<file path="config.mk">
export PLATFORM = sky130hd
export DESIGN_NAME = seq_11001_tx
export DESIGN_NICKNAME = d
export VERILOG_FILES = /design/src/rtl/seq_11001_tx.sv
export SDC_FILE = /design/constraint.sdc
export NUM_CORES = 1
export LEC_CHECK = 0
export CAP_MARGIN = 15
export CELL_PAD_IN_SITES_DETAIL_PLACEMENT = 1
export CELL_PAD_IN_SITES_GLOBAL_PLACEMENT = 1
export CORE_UTILIZATION = 40
export DETAILED_ROUTE_END_ITERATION = 6
export PLACE_DENSITY_LB_ADDON = 0.1
export SLEW_MARGIN = 25
export SYNTH_ARGS = -nofsm -noshare
export SYNTH_HDL_FRONTEND = slang
export SYNTH_SLANG_ARGS = --single-unit
export TNS_END_PERCENT = 10
</file>
<file path="constraint.sdc">
create_clock -name clk -period 2.8 [get_ports clk]
set_input_delay 0.84 -clock clk [delete_from_list [all_inputs] [get_ports clk]]
set_output_delay 0.84 -clock clk [all_outputs]
set_load 0.02 [all_outputs]
</file>
<file path="src/rtl/seq_11001_tx.sv">
// Serial frame transmitter: sync word 11001, payload MSB first, optional parity, then an idle gap.
// Optional parity bit after the payload is compiled in when SEQ_TX_PARITY_EN is defined.
module seq_11001_tx #(
  parameter int W   = 8,
  parameter int GAP = 2
) (
  input  logic         clk,
  input  logic         reset,
  input  logic         in_valid,
  input  logic [W-1:0] in_data,
  output logic         in_ready,
  output logic         dout,
  output logic         dout_valid,
  output logic         sync_out,
  output logic         busy
);

  localparam int MAXC = (W > 5) ? ((W > GAP) ? W : GAP) : ((GAP > 5) ? GAP : 5);
  localparam int CW   = $clog2(MAXC + 1);

  localparam logic [4:0]    SYNC_WORD = 5'b11001;
  localparam logic [CW-1:0] SYNC_LAST = CW'(4);
  localparam logic [CW-1:0] DATA_LAST = CW'(W - 1);
  localparam logic [CW-1:0] GAP_LAST  = CW'((GAP > 0) ? GAP - 1 : 0);

`ifdef SEQ_TX_PARITY_EN
  typedef enum logic [2:0] {S_IDLE, S_SYNC, S_DATA, S_PAR, S_GAP} state_t;
`else
  typedef enum logic [2:0] {S_IDLE, S_SYNC, S_DATA, S_GAP} state_t;
`endif

  state_t        state, state_n;
  logic [CW-1:0] cnt, cnt_n;
  logic [W-1:0]  shreg, shreg_n;
  logic          dout_n, dout_valid_n, sync_out_n, busy_n, in_ready_n;
`ifdef SEQ_TX_PARITY_EN
  logic          par, par_n;
`endif

  // Next-state logic; outputs are then decoded from the next state so that
  // every output is a flop reflecting the bit of the current cycle.
  always_comb begin
    state_n = state;
    cnt_n   = cnt;
    shreg_n = shreg;
`ifdef SEQ_TX_PARITY_EN
    par_n   = par;
`endif
    unique case (state)
      S_IDLE: begin
        if (in_valid && in_ready) begin
          state_n = S_SYNC;
          cnt_n   = SYNC_LAST;
          shreg_n = in_data;
`ifdef SEQ_TX_PARITY_EN
          par_n   = ^in_data;
`endif
        end
      end
      S_SYNC: begin
        if (cnt == '0) begin
          state_n = S_DATA;
          cnt_n   = DATA_LAST;
        end else begin
          cnt_n = cnt - CW'(1);
        end
      end
      S_DATA: begin
        shreg_n = shreg << 1;
        if (cnt == '0) begin
`ifdef SEQ_TX_PARITY_EN
          state_n = S_PAR;
`else
          if (GAP > 0) begin
            state_n = S_GAP;
            cnt_n   = GAP_LAST;
          end else begin
            state_n = S_IDLE;
          end
`endif
        end else begin
          cnt_n = cnt - CW'(1);
        end
      end
`ifdef SEQ_TX_PARITY_EN
      S_PAR: begin
        if (GAP > 0) begin
          state_n = S_GAP;
          cnt_n   = GAP_LAST;
        end else begin
          state_n = S_IDLE;
        end
      end
`endif
      S_GAP: begin
        if (cnt == '0) begin
          state_n = S_IDLE;
        end else begin
          cnt_n = cnt - CW'(1);
        end
      end
      default: state_n = S_IDLE;
    endcase

    dout_n       = 1'b0;
    dout_valid_n = 1'b0;
    sync_out_n   = 1'b0;
    unique case (state_n)
      S_SYNC: begin
        dout_n       = SYNC_WORD[cnt_n[2:0]];
        dout_valid_n = 1'b1;
        sync_out_n   = (cnt_n == '0);
      end
      S_DATA: begin
        dout_n       = shreg_n[W-1];
        dout_valid_n = 1'b1;
      end
`ifdef SEQ_TX_PARITY_EN
      S_PAR: begin
        dout_n       = par_n;
        dout_valid_n = 1'b1;
      end
`endif
      default: ;
    endcase
    busy_n     = (state_n != S_IDLE);
    in_ready_n = (state_n == S_IDLE);
  end

  always_ff @(posedge clk) begin
    if (reset) begin
      state      <= S_IDLE;
      cnt        <= '0;
      shreg      <= '0;
`ifdef SEQ_TX_PARITY_EN
      par        <= 1'b0;
`endif
      dout       <= 1'b0;
      dout_valid <= 1'b0;
      sync_out   <= 1'b0;
      busy       <= 1'b0;
      in_ready   <= 1'b1;
    end else begin
      state      <= state_n;
      cnt        <= cnt_n;
      shreg      <= shreg_n;
`ifdef SEQ_TX_PARITY_EN
      par        <= par_n;
`endif
      dout       <= dout_n;
      dout_valid <= dout_valid_n;
      sync_out   <= sync_out_n;
      busy       <= busy_n;
      in_ready   <= in_ready_n;
    end
  end

endmodule

</file>
Yosys cells after proc, flatten, opt, wreduce, memory -nomap -nowiden
Memory sizes are Yosys's and may differ from the RTL's.
Cells that the tools add are included.

cells by class
  reduce and logical (&&, ||, !) cells = 10
  $add $sub $neg = 1
  order comparisons = 1
  muxes and demuxes = 15
  bitwise operators = 1
  eq/ne operators = 6

operators by type and width
  kind                   count
  $mux W4                4
  $pmux W4 S4            1
  $pmux W8 S2            1
  $mux W3                4
  $pmux W3 S4            1
  $eq A3 B2 Y1 const B   3
  $logic_not A4 Y1       2
  $mux W8                1
  $eq A3 B1 Y1 const B   2
  $logic_not A3 Y1       2
  $lt A3 B4 Y1 const B   1
  $reduce_or A2 Y1       2
  $sub A4 B1 Y4 const B  1
  $reduce_bool A3 Y1     1
  $mux W1                2
  $ne A2 B2 Y1 const B   1
  $pmux W1 S2            1
  $reduce_and A2 Y1      1
  $reduce_bool A2 Y1     1
  $logic_and A1 B1 Y1    1
  $not A1 Y1             1

word-level totals
  output and inout bits = 5
  word-level logic and storage cells = 44
  register bits = 20
  memory bits (read-only) = 8
  memories kept = 1
  input bits = 11

memories
  name             words  bits a word  rd ports  clocked after Yosys merged registers in  write ports  RTL line  source
  (no name shown)  8      1            1         0                                        0            110       dout_n = SYNC_WORD[cnt_n[2:0]];

Depth between registers and ports, before layout
  depth after elaboration = 6
  mapped depth = 11
  gate-level depth less buffers = 11

Worst setup path before layout
Ideal clock, no wire load.

  kind = reg-to-reg
  from = register cnt[0]
  to = register dout
  cell stages (with the launch flop) = 12
  buffers on the path = 0
  setup time = 0.070 ns
  data required time = 2.730 ns
  clock period less this slack = 2.144 ns
  slack = 0.656 ns
  data arrival time = 2.074 ns
  cell sequence = dfxtp_1 -> inv_1 -> ha_1 -> nor3b_4 -> inv_2 -> ha_1 -> nand2b_1 -> a31oi_1 -> o22a_1 -> ha_1 -> nor3b_1 -> o2bb2ai_1

between the ends
  word-level cells in the longest chain between the ends = 6
  elaborated cells on any way between the ends = 16
  those cells by class = add/sub: 1; eq/ne: 2; mux: 11; reduce/logical: 1; memory: 1

RTL lines
  element                                            RTL line    source
  from (decl)                                        33          logic [CW-1:0] cnt, cnt_n;
  from (signal assigned)                             145         cnt <= cnt_n;
  $sub A4 B1 Y4 or $logic_not A4 Y1 (tied branches)  n/a
  $mux W4 (on tied branches)                         96, 61, 70
  $pmux W4 S4                                        49          unique case (state)
  $mem_v2 Z8 W1                                      n/a
  $mux W1 (implied by the code)                      110
  $pmux W1 S2 (*)                                    108         unique case (state_n)
  to (signal assigned)                               150         dout <= dout_n;
  to (decl)                                          12          output logic dout,

Mark *: on every way between the ends. The rest lies on a longest branch, timed or not. The select of a mux whose other input is x is not followed.
A chain may end at the register's enable or synchronous reset.

Worst setup path after layout
Ends and elaborated chain as after synthesis.

==> out/metrics.yaml <==
min_delay_path_depth: 2
power_uw: 632
synth_cell_types: 42
synth_most_common_cell: "dfxtp_1"
cpMaxStageDelayCell: "dfxtp_1"
row_count: 18
dr.pass1.iters: 4
finalCritPeriodShare_pct: 86.9
wl_per_cell_microns: 16.3
layout.nets: 141
synth_ff_type: "dfxtp_1"
synth_nets: 125
dpl.hpwl_microns: 1860
critPathLaunch: "cnt[0]"
ys_warn_count: 0
p_seq_share_pct: 51.0
postRouteAntennaNets: 0
die-area_sq_mm: 0.00287
drive_gt1_share_pct: 19.0
drv_slew: 0
dp.cells: 151
vias: 849
antenna_found_initial: 0
gp_congestion: 0.792
power.switching_uw: 181
holdWs_ps: 477
p_leak_uw: 0.000458
worst_pin_slew_ps: 555
drt-initial-drc-count: 10
cp_cell_sequence: "inv_1 -> ha_1 -> nor3b_4 -> inv_2 -> ha_1 -> nand2b_1 -> a31oi_1 -> o22a_1 -> ha_1 -> nor3b_1 -> o2bb2ai_1"
clock-root-buffer: "clkbuf_4"
cp-endpoint: "dout"
cts.sinks: 20
cts_made_buffers: 3
syn_inst: 111
io_buffers: 15
cts_resized: 0
critical_path_required_ps: 3040
start_util_pct: 42.6
clockPowerShare_pct: 27.1
vdd_drop_max_mv: 0.494
critPathLaunchType: "flop"
rr_startpoint: "cnt[0]"
fp.dieW_microns: 53.6
cts_setup_buffers: 0
arrival_ps: 2680
tritoncts: "done"
sw_frac_of_total_pct: 28.7
vias_per_cell: 5.44
fillerInstances: 299
synth_edf_count: 0
reg2reg_to: "dout"
grt_pass1_wl_microns: 4180
slowest_delay_ps: 350
maxCapViolCount: 0
wl_microns: 2540
synthTopCellsByCount: "dfxtp_1, nor2_1, nand2_1"
rrSetupSlack_ps: 370
insertion_delay_ps: 300
utilization_pct: 50.6
syn_area_per_cell_sq_um: 9.59
r2r_cells: 11
diodes: 0
core_sq_mm: 0.00250
setup_violations: 0
yosysTopAreaCell: "dfxtp_1"
grt_overflow: 0
grtUsageTotal_pct: 20.7
hold_viol_final: 0
status: "finished, final reports clean"
postCtsHoldBufs: 0
end_kind: "flop"
finalClockSkew_ps: 1.80
synthTopCellsByArea: "dfxtp_1, a22oi_2, a21oi_1"
setup.worst_path.class: "reg -> reg"
ios: 16
drc_errors: 0
path_max_fanout: 5
ys_seq_elements: 20
crit_top_cell: "ha_1"
ys_seq_area_share_pct: 37.6
p_int_uw: 451
die_height_microns: 53.6
fmax_mhz: 411
syn_to_final_growth_pct: 18.8
final_cells: 156
synth_top_cell_area_share_pct: 37.6
clkTransAtPathRegs_ps: 120
grt_max_degree: 17
h-tree-depth: 1
max_slew_margin_pct: 62.9
grt_pass1_vias: 834
pwr-share-comb_pct: 21.9
rsz0062_at_grt: "no"
hold_path_class: "reg -> reg"
setup_tns_ps: 0
async_reset_ff_share_pct: 0
netlist_area_sq_mm: 0.00106
post-route-min-period_ps: 2430
clk_path_buf_depth: 2
p_per_area_mw_per_mm2: 500
==> state kept, by name, indices dropped and copies added (netlist names) <==
| signal | flops |
|---|---|
| shreg | 8 |
| cnt | 4 |
| state | 3 |
| busy | 1 |
| dout | 1 |
| dout_valid | 1 |
| in_ready | 1 |
| sync_out | 1 |
==> through the flow <==
stage / setup WS (ps) / instance area (sq um)
floorplan: 656 / 1060
global placement: 184 / 1220
detailed placement: 129 / 1220
CTS: 260 / 1260
global route: 137 / 1260
finish: 367 / 1260
==> area by class of cell <==
| class | count | area (sq um) | share of cell area, % |
|---|---|---|---|
| sequential | 20 | 400 | 31.7 |
| tap | 30 | 37.5 | 2.97 |
| timing repair buffer | 17 | 165 | 13.1 |
| inverter | 4 | 15.0 | 1.19 |
| multi-input combinational | 81 | 611 | 48.3 |
| clock buffer | 4 | 36.3 | 2.87 |
==> kinds of logic (layout without fill, tap and decap cells) <==
family | Yosys count | count (layout) | synth area share (%)
simple gates | 43 | 43 | 25.4
compound gates | 31 | 31 | 25.4
flops | 20 | 20 | 37.6
buf+inv | 10 | 25 | 5.05
fa+ha+maj | 3 | 3 | 3.53
mux | 2 | 2 | 1.88
other cells | 1 | 1 | 0.352
xor+xnor | 1 | 1 | 0.823
==> critical path, delay by kind of cell (launching register included) <==
kind / cells / cell delay [ps]
flip-flops: 1 / 350
adder cells (fa/ha/maj): 3 / 730
AND/OR/NAND/NOR: 3 / 580
AO/OA/AOI/OAI: 3 / 550
buffers and inverters: 2 / 160
==> power by group through the flow <==
| stage | Combinational (uW) | Sequential, uW | Clock, uW |
|---|---|---|---|
| after floorplan | 91.3 | 325 | 0 |
| after global placement | 129 | 328 | 0 |
| after detailed placement | 134 | 329 | 0 |
| after CTS | 135 | 322 | 176 |
| after global routing | 151 | 325 | 192 |
| final | 138 | 322 | 171 |
==> worst min path at each step <==
stage / slack [ps] / start / endpoint
5_1_grt: 500 / shreg[4] / shreg[5]
4_1_cts: 480 / shreg[3] / shreg[4]
3_3_place_gp: 440 / shreg[0] / shreg[1]
2_1_floorplan: 430 / shreg[0] / shreg[1]
6_report: 480 / shreg[5] / shreg[6]
3_5_place_dp: 460 / shreg[3] / shreg[4]
==> placed cells by master, fill, tap and decap left out, types with 2 or more instances in the layout <==
cell             count
nor2b_1              3
nor3b_1              3
buf_4                2
and3b_1              2
a211oi_2             2
mux2i_1              2
nor2_1              11
inv_1                3
nor3b_4              2
nand2_1             10
nand2b_1             3
a22oi_2              7
dfxtp_1             20
clkbuf_4             3
a21oi_1              9
ha_1                 3
clkdlybuf4s50_1     15
==> layer usage <==
layer / vias to the layer above / track usage [%] / routed length [microns] / part of all wire [%]
li1: 433 / - / - / -
met1: 399 / 30.3 / 1300 / 51
met2: 17 / 30.4 / 1130 / 44
met3: 0 / 5.93 / 116 / 4.6
met4: 0 / 2.63 / 0 / 0
met5: - / 0 / 0 / 0
No activity file was read; power rests on OpenSTA's default activity.
